File: config.mk
export PLATFORM = sky130hd
export DESIGN_NAME = pipe_hazard_ctrl_flat
export DESIGN_NICKNAME = d
export VERILOG_FILES = /design/src/rtl/pipe_hazard_ctrl_if.sv /design/src/rtl/pipe_hazard_ctrl.sv /design/src/flat_wrapper.sv
export SDC_FILE = /design/constraint.sdc
export NUM_CORES = 1
export LEC_CHECK = 0
export BUFFER_PORTS_ARGS = -buffer_cell sky130_fd_sc_hd__buf_2
export CORE_AREA = 8 8 72 99
export DETAILED_ROUTE_END_ITERATION = 10
export DIE_AREA = 0 0 80 107
export PLACE_DENSITY = 0.87
export SETUP_SLACK_MARGIN = 0.1
export SKIP_CTS_REPAIR_TIMING = 1
export SLEW_MARGIN = 20
export SYNTH_ARGS = -nofsm -noshare
export SYNTH_HDL_FRONTEND = slang
export SYNTH_SLANG_ARGS = --single-unit
File: constraint.sdc
create_clock -name clk -period 2.4 [get_ports clk]
set_input_delay 0.12 -clock clk [delete_from_list [all_inputs] [get_ports clk]]
set_output_delay 0.12 -clock clk [all_outputs]
set_load 0.05 [all_outputs]
File: src/rtl/pipe_hazard_ctrl_if.sv
// Signal bundle between the pipeline datapath and the hazard controller.
// The controller takes the slave modport; whoever drives the stage fields takes master.
interface pipe_hazard_ctrl_if #(
  parameter int CNT_W = 32
);
  logic [4:0]       ifid_rs1;
  logic [4:0]       ifid_rs2;
  logic [4:0]       idex_rs1;
  logic [4:0]       idex_rs2;
  logic [4:0]       idex_rd;
  logic             idex_memRead;
  logic [4:0]       exmem_rd;
  logic             exmem_regWrite;
  logic             exmem_branchTaken;
  logic [4:0]       memwb_rd;
  logic             memwb_regWrite;
  // Handshake: the MEM stage holds mem_req high for its load/store until a cycle
  // in which mem_ready is also high; that cycle completes the access.
  logic             mem_req;
  logic             mem_ready;

  logic             pc_write;
  logic             ifid_write;
  logic             idex_write;
  logic             exmem_write;
  logic             ifid_flush;
  logic             idex_flush;
  logic             exmem_flush;
  logic             memwb_bubble;
  logic             pc_src;
  logic [1:0]       forwardA;
  logic [1:0]       forwardB;
  logic             mem_fault;
  logic [CNT_W-1:0] stall_cycles;
  logic [1:0]       state_dbg;
  logic [7:0]       wait_cnt_dbg;

  modport master (
    output ifid_rs1, ifid_rs2, idex_rs1, idex_rs2, idex_rd, idex_memRead,
           exmem_rd, exmem_regWrite, exmem_branchTaken, memwb_rd, memwb_regWrite,
           mem_req, mem_ready,
    input  pc_write, ifid_write, idex_write, exmem_write, ifid_flush, idex_flush,
           exmem_flush, memwb_bubble, pc_src, forwardA, forwardB, mem_fault,
           stall_cycles, state_dbg, wait_cnt_dbg
  );

  modport slave (
    input  ifid_rs1, ifid_rs2, idex_rs1, idex_rs2, idex_rd, idex_memRead,
           exmem_rd, exmem_regWrite, exmem_branchTaken, memwb_rd, memwb_regWrite,
           mem_req, mem_ready,
    output pc_write, ifid_write, idex_write, exmem_write, ifid_flush, idex_flush,
           exmem_flush, memwb_bubble, pc_src, forwardA, forwardB, mem_fault,
           stall_cycles, state_dbg, wait_cnt_dbg
  );
endinterface

File: src/rtl/pipe_hazard_ctrl.sv
// Hazard controller for a 5-stage pipeline: load-use stalls, branch flushes,
// operand forwarding and data-memory wait handling with a timeout fault.
module pipe_hazard_ctrl #(
  parameter int MEM_TIMEOUT = 16,
  parameter int CNT_W       = 32
) (
  input logic               clk,
  input logic               reset,
  pipe_hazard_ctrl_if.slave hz
);

  typedef enum logic [1:0] {
    RUN      = 2'd0,
    MEM_WAIT = 2'd1,
    HALT     = 2'd2
  } state_t;

  localparam logic [7:0] WAIT_LAST = 8'(MEM_TIMEOUT - 1);

  state_t           state, state_nxt;
  logic [7:0]       wait_cnt, wait_cnt_nxt;
  logic             fault_set;
  logic             mem_fault_q;
  logic [CNT_W-1:0] stall_q;
  logic             mem_stall;
  logic             branch;
  logic             load_use;

  always_comb begin
    state_nxt        = state;
    wait_cnt_nxt     = wait_cnt;
    fault_set        = 1'b0;
    mem_stall        = 1'b0;
    hz.pc_write      = 1'b1;
    hz.ifid_write    = 1'b1;
    hz.idex_write    = 1'b1;
    hz.exmem_write   = 1'b1;
    hz.ifid_flush    = 1'b0;
    hz.idex_flush    = 1'b0;
    hz.exmem_flush   = 1'b0;
    hz.memwb_bubble  = 1'b0;
    hz.pc_src        = 1'b0;

    case (state)
      RUN: begin
        mem_stall = hz.mem_req && !hz.mem_ready;
        if (mem_stall) begin
          state_nxt    = MEM_WAIT;
          wait_cnt_nxt = 8'd1;
        end
      end
      MEM_WAIT: begin
        mem_stall = !hz.mem_ready;
        if (mem_stall) begin
          if (wait_cnt == WAIT_LAST) begin
            state_nxt = HALT;
            fault_set = 1'b1;
          end else begin
            wait_cnt_nxt = wait_cnt + 8'd1;
          end
        end else begin
          state_nxt    = RUN;
          wait_cnt_nxt = 8'd0;
        end
      end
      default: begin
        // HALT freezes the pipe exactly like an unfinished memory access.
        mem_stall = 1'b1;
        state_nxt = HALT;
      end
    endcase

    branch   = !mem_stall && hz.exmem_branchTaken;
    load_use = !mem_stall && !branch && hz.idex_memRead && (hz.idex_rd != 5'd0) &&
               ((hz.idex_rd == hz.ifid_rs1) || (hz.idex_rd == hz.ifid_rs2));

    if (reset) begin
      hz.pc_write     = 1'b0;
      hz.ifid_flush   = 1'b1;
      hz.idex_flush   = 1'b1;
      hz.exmem_flush  = 1'b1;
      hz.memwb_bubble = 1'b1;
    end else if (mem_stall) begin
      hz.pc_write     = 1'b0;
      hz.ifid_write   = 1'b0;
      hz.idex_write   = 1'b0;
      hz.exmem_write  = 1'b0;
      hz.memwb_bubble = 1'b1;
    end else if (branch) begin
      hz.pc_src       = 1'b1;
      hz.ifid_flush   = 1'b1;
      hz.idex_flush   = 1'b1;
      hz.exmem_flush  = 1'b1;
    end else if (load_use) begin
      hz.pc_write     = 1'b0;
      hz.ifid_write   = 1'b0;
      hz.idex_flush   = 1'b1;
    end
  end

  // EX/MEM has the younger result, so it wins over MEM/WB.
  always_comb begin
    hz.forwardA = 2'b00;
    hz.forwardB = 2'b00;
    if (!reset) begin
      if (hz.exmem_regWrite && hz.exmem_rd != 5'd0 && hz.exmem_rd == hz.idex_rs1)
        hz.forwardA = 2'b10;
      else if (hz.memwb_regWrite && hz.memwb_rd != 5'd0 && hz.memwb_rd == hz.idex_rs1)
        hz.forwardA = 2'b01;
      if (hz.exmem_regWrite && hz.exmem_rd != 5'd0 && hz.exmem_rd == hz.idex_rs2)
        hz.forwardB = 2'b10;
      else if (hz.memwb_regWrite && hz.memwb_rd != 5'd0 && hz.memwb_rd == hz.idex_rs2)
        hz.forwardB = 2'b01;
    end
  end

  always_ff @(posedge clk) begin
    if (reset) begin
      state       <= RUN;
      wait_cnt    <= 8'd0;
      mem_fault_q <= 1'b0;
      stall_q     <= '0;
    end else begin
      state    <= state_nxt;
      wait_cnt <= wait_cnt_nxt;
      if (fault_set)
        mem_fault_q <= 1'b1;
      if (!hz.pc_write && stall_q != {CNT_W{1'b1}})
        stall_q <= stall_q + CNT_W'(1);
    end
  end

  assign hz.mem_fault    = mem_fault_q;
  assign hz.stall_cycles = stall_q;
  assign hz.state_dbg    = state;
  assign hz.wait_cnt_dbg = wait_cnt;

endmodule

File: src/flat_wrapper.sv
// flat-port wrapper written by rule: the top's interface ports become plain ports
module pipe_hazard_ctrl_flat 
#(
  parameter int MEM_TIMEOUT = 16,
  parameter int CNT_W       = 32
)
  (clk, reset, hz_ifid_rs1, hz_ifid_rs2, hz_idex_rs1, hz_idex_rs2, hz_idex_rd, hz_idex_memRead, hz_exmem_rd, hz_exmem_regWrite, hz_exmem_branchTaken, hz_memwb_rd, hz_memwb_regWrite, hz_mem_req, hz_mem_ready, hz_pc_write, hz_ifid_write, hz_idex_write, hz_exmem_write, hz_ifid_flush, hz_idex_flush, hz_exmem_flush, hz_memwb_bubble, hz_pc_src, hz_forwardA, hz_forwardB, hz_mem_fault, hz_stall_cycles, hz_state_dbg, hz_wait_cnt_dbg);
  pipe_hazard_ctrl_if #(.CNT_W(CNT_W)) hz_i ();
  input logic clk;
  input logic reset;
  input wire logic [$bits(hz_i.ifid_rs1)-1:0] hz_ifid_rs1;
  input wire logic [$bits(hz_i.ifid_rs2)-1:0] hz_ifid_rs2;
  input wire logic [$bits(hz_i.idex_rs1)-1:0] hz_idex_rs1;
  input wire logic [$bits(hz_i.idex_rs2)-1:0] hz_idex_rs2;
  input wire logic [$bits(hz_i.idex_rd)-1:0] hz_idex_rd;
  input wire logic [$bits(hz_i.idex_memRead)-1:0] hz_idex_memRead;
  input wire logic [$bits(hz_i.exmem_rd)-1:0] hz_exmem_rd;
  input wire logic [$bits(hz_i.exmem_regWrite)-1:0] hz_exmem_regWrite;
  input wire logic [$bits(hz_i.exmem_branchTaken)-1:0] hz_exmem_branchTaken;
  input wire logic [$bits(hz_i.memwb_rd)-1:0] hz_memwb_rd;
  input wire logic [$bits(hz_i.memwb_regWrite)-1:0] hz_memwb_regWrite;
  input wire logic [$bits(hz_i.mem_req)-1:0] hz_mem_req;
  input wire logic [$bits(hz_i.mem_ready)-1:0] hz_mem_ready;
  output wire logic [$bits(hz_i.pc_write)-1:0] hz_pc_write;
  output wire logic [$bits(hz_i.ifid_write)-1:0] hz_ifid_write;
  output wire logic [$bits(hz_i.idex_write)-1:0] hz_idex_write;
  output wire logic [$bits(hz_i.exmem_write)-1:0] hz_exmem_write;
  output wire logic [$bits(hz_i.ifid_flush)-1:0] hz_ifid_flush;
  output wire logic [$bits(hz_i.idex_flush)-1:0] hz_idex_flush;
  output wire logic [$bits(hz_i.exmem_flush)-1:0] hz_exmem_flush;
  output wire logic [$bits(hz_i.memwb_bubble)-1:0] hz_memwb_bubble;
  output wire logic [$bits(hz_i.pc_src)-1:0] hz_pc_src;
  output wire logic [$bits(hz_i.forwardA)-1:0] hz_forwardA;
  output wire logic [$bits(hz_i.forwardB)-1:0] hz_forwardB;
  output wire logic [$bits(hz_i.mem_fault)-1:0] hz_mem_fault;
  output wire logic [$bits(hz_i.stall_cycles)-1:0] hz_stall_cycles;
  output wire logic [$bits(hz_i.state_dbg)-1:0] hz_state_dbg;
  output wire logic [$bits(hz_i.wait_cnt_dbg)-1:0] hz_wait_cnt_dbg;
  assign hz_i.ifid_rs1 = hz_ifid_rs1;
  assign hz_i.ifid_rs2 = hz_ifid_rs2;
  assign hz_i.idex_rs1 = hz_idex_rs1;
  assign hz_i.idex_rs2 = hz_idex_rs2;
  assign hz_i.idex_rd = hz_idex_rd;
  assign hz_i.idex_memRead = hz_idex_memRead;
  assign hz_i.exmem_rd = hz_exmem_rd;
  assign hz_i.exmem_regWrite = hz_exmem_regWrite;
  assign hz_i.exmem_branchTaken = hz_exmem_branchTaken;
  assign hz_i.memwb_rd = hz_memwb_rd;
  assign hz_i.memwb_regWrite = hz_memwb_regWrite;
  assign hz_i.mem_req = hz_mem_req;
  assign hz_i.mem_ready = hz_mem_ready;
  assign hz_pc_write = hz_i.pc_write;
  assign hz_ifid_write = hz_i.ifid_write;
  assign hz_idex_write = hz_i.idex_write;
  assign hz_exmem_write = hz_i.exmem_write;
  assign hz_ifid_flush = hz_i.ifid_flush;
  assign hz_idex_flush = hz_i.idex_flush;
  assign hz_exmem_flush = hz_i.exmem_flush;
  assign hz_memwb_bubble = hz_i.memwb_bubble;
  assign hz_pc_src = hz_i.pc_src;
  assign hz_forwardA = hz_i.forwardA;
  assign hz_forwardB = hz_i.forwardB;
  assign hz_mem_fault = hz_i.mem_fault;
  assign hz_stall_cycles = hz_i.stall_cycles;
  assign hz_state_dbg = hz_i.state_dbg;
  assign hz_wait_cnt_dbg = hz_i.wait_cnt_dbg;
  pipe_hazard_ctrl #(.MEM_TIMEOUT(MEM_TIMEOUT), .CNT_W(CNT_W)) u_core (.clk(clk), .reset(reset), .hz(hz_i));
endmodule
Word-level counts from Yosys, hierarchy flattened
Index checks and enable logic that the tools add are counted.
- register bits: 43
- input port bits: 43
- output and inout port bits: 56
- word-level logic and storage cells: 78
- $add $sub $neg: 2
- equal/unequal tests: 12
- multiplexer cells: 35
- reductions and logical operators: 25
- operators by type and width (operator ; count):
    adder 32 x 1 -> 32 bit, second input constant ; 1
    != test 32 bit, second input constant ; 1
    equality test 5 bit ; 6
    2-to-1 mux 8 bit ; 3
    2-to-1 mux 1 bit ; 22
    case mux 8 bit (2 select lines) ; 1
    nonzero test 5 bit ; 3
    2-to-1 mux 2 bit ; 7
    logical AND 1 bit ; 13
    adder 8 x 1 -> 8 bit, second input constant ; 1
    equality test 8 x 4 -> 1 bit, second input constant ; 1
    zero test 1 bit ; 4
    case mux 2 bit (2 select lines) ; 1
    != test 3 x 2 -> 1 bit, second input constant ; 1
    != test 3 bit, second input constant ; 1
    AND reduction 3 bit ; 1
    equality test 2 x 1 -> 1 bit, second input constant ; 1
    zero test 2 bit ; 1
    != test 2 x 1 -> 1 bit, second input constant ; 1
    case mux 1 bit (2 select lines) ; 1
    AND reduction 2 bit ; 1
    nonzero test 2 bit ; 1
    logical OR 1 bit ; 1

Longest topological paths before layout
- depth after elaboration: 16
- mapped depth: 9
- gate-level depth less buffers: 7

Worst setup path after synthesis
No wires, ideal clock.
- path type: flip-flop to flip-flop
- start point: register u_core.state[0] (netlist: u_core.hz.state_dbg[0])
- end point: register u_core.stall_q[23] (netlist: u_core.hz.stall_cycles[23])
- setup time: 0.121 ns
- data arrival time: 2.320 ns
- data required time: 2.279 ns
- setup slack: -0.041 ns
- stages on the path, launching flop included: 8
- buffers on the path: 1
- clock period less this slack: 2.441 ns
- path through: dfxtp_1 > o21bai_1 > and2b_1 > nand2_2 > nor2_2 > clkbuf_1 > nor4_1 > mux2_2
- cells in the longest elaborated chain, start to end: 15
- elaborated cells on any way between the ends: 16
- classes of those cells: eq/ne: 1; mux: 5; reduce/logical: 10
- RTL lines (element ; line ; source):
    start, declared ; pipe_hazard_ctrl.sv:20 ; state_t state, state_nxt;
    start signal, assigned ; pipe_hazard_ctrl.sv:124 ; state <= state_nxt;
    equality test 2 x 1 -> 1 bit or zero test 2 bit (tied branches) ; pipe_hazard_ctrl.sv:44 ; case (state)
    case mux 1 bit (2 select lines) * ; pipe_hazard_ctrl.sv:44 ;
    zero test 1 bit ; pipe_hazard_ctrl.sv:73, pipe_hazard_ctrl.sv:74 ;
    logical AND 1 bit ; pipe_hazard_ctrl.sv:73 ; branch = !mem_stall && hz.exmem_branchTaken;
    zero test 1 bit ; pipe_hazard_ctrl.sv:74 ; load_use = !mem_stall && !branch && hz.idex_memRead && (hz.idex_rd != 5'd0) &&
    logical AND 1 bit (4 in series) ; pipe_hazard_ctrl.sv:74 ;
    2-to-1 mux 1 bit ; pipe_hazard_ctrl.sv:94 ; end else if (load_use) begin
    2-to-1 mux 1 bit ; pipe_hazard_ctrl.sv:89 ; end else if (branch) begin
    2-to-1 mux 1 bit * ; pipe_hazard_ctrl.sv:83 ; end else if (mem_stall) begin
    2-to-1 mux 1 bit * ; pipe_hazard_ctrl.sv:77 ; if (reset) begin
    zero test 1 bit * ; pipe_hazard_ctrl.sv:128 ; if (!hz.pc_write && stall_q != {CNT_W{1'b1}})
    logical AND 1 bit * ; pipe_hazard_ctrl.sv:128 ;
    end signal, assigned ; pipe_hazard_ctrl.sv:129 ; stall_q <= stall_q + CNT_W'(1);
    end, declared ; pipe_hazard_ctrl.sv:24 ; logic [CNT_W-1:0] stall_q;
Mark *: on every way between the ends. The rest lies on a longest branch, timed or not.
A chain may end at the register's enable or synchronous reset.

Final worst setup path
- start point: register u_core.stall_q[0] (netlist: u_core.hz.stall_cycles[0])
- end point: register u_core.stall_q[20] (netlist: u_core.hz.stall_cycles[20])
- cells in the longest elaborated chain, start to end: 2
- elaborated cells on any way between the ends: 3
- classes of those cells: add/sub: 1; eq/ne: 1; reduce/logical: 1
- RTL lines (element):
    branches (longest 2 deep; another with adder 32 x 1 -> 32 bit)
Several ways; the timed one is not identified.

==> flow_summary.json <==
{
  "root_buffer": "sky130_fd_sc_hd__clkbuf_8",
  "critical_path.endpoint_type": "register",
  "fillers": 524,
  "final-setup-viol-count": 0,
  "unrepaired_setup_endpoints_after_global_routing": "false",
  "synth-edff-count": 0,
  "die_w_um": 80,
  "worst_hold_path_type": "input pin to register",
  "delay_heaviest_family_cp": "simple AND/OR/NAND/NOR gates",
  "layout_worst_path_cycle_share": 0.888,
  "rr_startpoint": "u_core.hz.stall_cycles[0]$_SDFFE_PP0P_",
  "synth.top_cell.area_share": 0.312,
  "initial_utilization": 0.485,
  "outcome": "finished clean",
  "clk_pin_slew_worst_paths_ns": 0.08,
  "critical_path_arrival_ns": 2.35,
  "detail_route.wl_per_cell_um": 15.0,
  "post_route_cells_drive_above_1_share": 0.322,
  "die_y_um": 107,
  "crit_fanout": 8,
  "grt_start_max_net_pins": 50,
  "post_synth.cell_area_avg_um2": 8.24,
  "critical_path_buf_inv_count": 0,
  "sw_frac_of_total": 0.300,
  "sequential_cell_area_fraction_in_the_yosys_report": 0.312,
  "fin_skew_ns": 0.00675,
  "insertedDiodeCount": 0,
  "max-cap-violations": 0,
  "grt.total_usage": 0.178,
  "async_reset_ff_frac": 0,
  "cts_max_level": 2,
  "vdd_ir_drop_max_mv": 0.205,
  "coreArea_mm2": 0.00570,
  "cts_sinks": 43,
  "setup_crit_path_kind": "register to register",
  "clock_power_share": 0.301,
  "synth.lib_cells_used.distinct": 52,
  "dr.pass1.iters": 4,
  "post-dp-hpwl_um": 5850,
  "timing.fmax_mhz": 469,
  "slew-limit-headroom": 0.558,
  "worstReg2RegEnd": "u_core.hz.stall_cycles[20]$_SDFFE_PP0P_",
  "total_leakage_power_uw": 0.00138,
  "worst-r2r-cell-count": 6,
  "post_synth_most_frequent_cells": "sky130_fd_sc_hd__dfxtp_1 (43), sky130_fd_sc_hd__nor2_1 (33), sky130_fd_sc_hd__xnor2_1 (24), sky130_fd_sc_hd__nand2_1 (20), sky130_fd_sc_hd__a21oi_1 (19)",
  "yosysMostFrequentCell": "sky130_fd_sc_hd__dfxtp_1",
  "drtAntennaViolNets": 0,
  "sequential_share_of_power": 0.494,
  "worstHoldStart": "hz_mem_req",
  "portBuffers": 98,
  "cts-root-to-sink-buffers": 2,
  "synth.yosys.warnings": 0,
  "antenna_found_initial": 0,
  "global_route_wire_length_before_repair_um": 12700,
  "setup.reg_to_reg.worst_slack_ns": 0.27,
  "postLayoutSetupSlackWorst_ns": 0.268,
  "first_iter_violations": 247,
  "timing.critical_path.from_type": "register",
  "yosys.area.top_type": "sky130_fd_sc_hd__dfxtp_1",
  "via_per_inst": 5.71,
  "cpPeakStageDelay_ns": 0.44,
  "numPlacedInstances": 494,
  "gp_congestion": 0.842,
  "maxSlewViolCount": 0,
  "first_global_vias": 2869,
  "hold_path_end": "u_core.hz.state_dbg[0]$_SDFFE_PP0P_",
  "timing.critical_path.slowest_stage_cell": "sky130_fd_sc_hd__or3_4",
  "via_count": 2868,
  "finalWorstPathRequiredPeriod_ns": 2.13,
  "power_per_cell_area_mw_per_mm2": 434,
  "area_growth_syn_to_layout_pct": 23.0,
  "remaining_drc_errors": 0,
  "finalNetCount": 476,
  "dp_worst_setup_slack_ns": 0.294,
  "required_ns": 2.62,
  "tritoncts": "done",
  "synthesized_cell_area_mm2": 0.00276,
  "synth_fp_nets": 380,
  "power.share.combinational": 0.205,
  "routed_wirelength_um": 7530,
  "worstMarginPinSlew_ns": 0.662,
  "min_path_cells": 3,
  "netlist_instances": 335,
  "post_synth_main_area_contributors": "sky130_fd_sc_hd__dfxtp_1 (31%), sky130_fd_sc_hd__xnor2_1 (7.6%), sky130_fd_sc_hd__or4_1 (4.6%)",
  "fin_cells": 502,
  "netSwitchingPower_uw": 443,
  "global_route.overflow_total": 0,
  "core.rowCount": 33,
  "insertion_delay_ns": 0.30,
  "p_int_uw": 1030,
  "fin_tns_setup_ns": 0,
  "yosys_most_used_dff": "sky130_fd_sc_hd__dfxtp_1",
  "timing.critical_path.cells": "ha_1 -> nand3_2 -> or3_4 -> or3_1 -> or4_1 -> a21oi_1",
  "io-pin-count": 99,
  "die_area_mm2": 0.00856,
  "cts_inserted_buffers": 5,
  "hold_violations": 0,
  "yosys_register_bits": 43
}
-- worst max path at each step --
stage	slack (ns)	cells past startpoint	end	start
finish	0.27	6	u_core.hz.stall_cycles[20]$_SDFFE_PP0P_	u_core.hz.stall_cycles[0]$_SDFFE_PP0P_
global route	0.10	7	u_core.hz.stall_cycles[23]$_SDFFE_PP0P_	u_core.hz.state_dbg[0]$_SDFFE_PP0P_
CTS	0.27	6	u_core.hz.stall_cycles[20]$_SDFFE_PP0P_	u_core.hz.stall_cycles[0]$_SDFFE_PP0P_
detailed placement	0.29	6	u_core.hz.stall_cycles[20]$_SDFFE_PP0P_	u_core.hz.stall_cycles[0]$_SDFFE_PP0P_
global placement	0.34	6	u_core.hz.stall_cycles[20]$_SDFFE_PP0P_	u_core.hz.stall_cycles[0]$_SDFFE_PP0P_
floorplan	0.12	5	u_core.hz.stall_cycles[20]$_SDFFE_PP0P_	u_core.hz.stall_cycles[5]$_SDFFE_PP0P_
-- registers in the layout, summed over array words and instances, names as in the netlist --
name and count:
u_core.hz.wait_cnt_dbg 8, u_core.hz.stall_cycles 32, u_core.hz.state_dbg 2, u_core.hz.mem_fault 1
-- layout make-up --
type                            instances  area, µm²  area share
Clock buffer                            7       76.3      0.0225
Clock inverter                          1       5.00     0.00147
Inverter                                4       15.0     0.00442
Multi-Input combinational cell        272       1790       0.527
Sequential cell                        43        866       0.255
Tap cell                               70       87.6      0.0258
Timing Repair Buffer                  105        556       0.164
-- power by group through the flow --
stage	registers (µW)	clock network, µW	logic, µW
2_1_floorplan	769	0	183
3_5_place_dp	746	0	303
6_report	729	444	302
3_3_place_gp	746	0	294
4_1_cts	729	452	303
5_1_grt	731	477	327
-- routing by layer --
metal  global-route usage  vias up  wire (µm)
li1                     -     1441          -
met2                0.302      106       3750
met4               0.0770        0        154
met3               0.0544       12        609
met1                0.196     1309       3010
met5                    0        -          0
-- worst min-delay path, cell delays in order --
cell	delay, ns
sky130_fd_sc_hd__buf_2	0.11
sky130_fd_sc_hd__o21bai_1	0.14
sky130_fd_sc_hd__a2111oi_0	0.06
-- cell usage in the layout (no fill, tap or decap), drive strengths merged, types with 2 or more instances in the layout --
| master | Yosys | final |
|---|---|---|
| buf | 9 | 105 |
| dfxtp | 43 | 43 |
| nor2 | 34 | 34 |
| xnor2 | 24 | 24 |
| nand2 | 21 | 21 |
| a21oi | 20 | 20 |
| nand3 | 19 | 19 |
| nand4 | 18 | 18 |
| or4 | 17 | 17 |
| nor4 | 16 | 16 |
| o31ai | 14 | 14 |
| xor2 | 12 | 12 |
| nor2b | 12 | 12 |
| mux2 | 12 | 12 |
| nor3 | 9 | 9 |
| o21ai | 7 | 7 |
| clkbuf | 7 | 7 |
| and3 | 5 | 5 |
| or3 | 4 | 4 |
| or2 | 3 | 3 |
| inv | 3 | 3 |
| nand2b | 2 | 2 |
| and4 | 2 | 2 |
| o311ai | 2 | 2 |
| o41ai | 2 | 2 |
| o31a | 2 | 2 |
| o21a | 2 | 2 |
| mux2i | 2 | 2 |
| ha | 2 | 2 |
| clkinv | 1 | 2 |
-- per-stage QoR --
stage                util  area [µm²]  power [µW]  hold WS (ns)
floorplan               -        2770         952         0.314
global placement    0.582        3320        1040         0.458
detailed placement  0.582        3320        1050         0.471
CTS                 0.596        3400        1480         0.172
global route        0.596        3400        1540         0.227
finish              0.596        3400        1470         0.175
-- cells by family (layout without fill, tap and decap cells) --
family,count (synthesis),after routing,share of synthesized area
AO/OA/AOI/OAI,54,54,0.130
adder cells (fa/ha/maj),2,2,0.00906
XOR/XNOR,36,36,0.114
AND/OR/NAND/NOR,166,166,0.339
flip-flops,43,43,0.312
buffers and inverters,20,117,0.0394
multiplexers,14,14,0.0562
(Power assumes the default switching activity.)
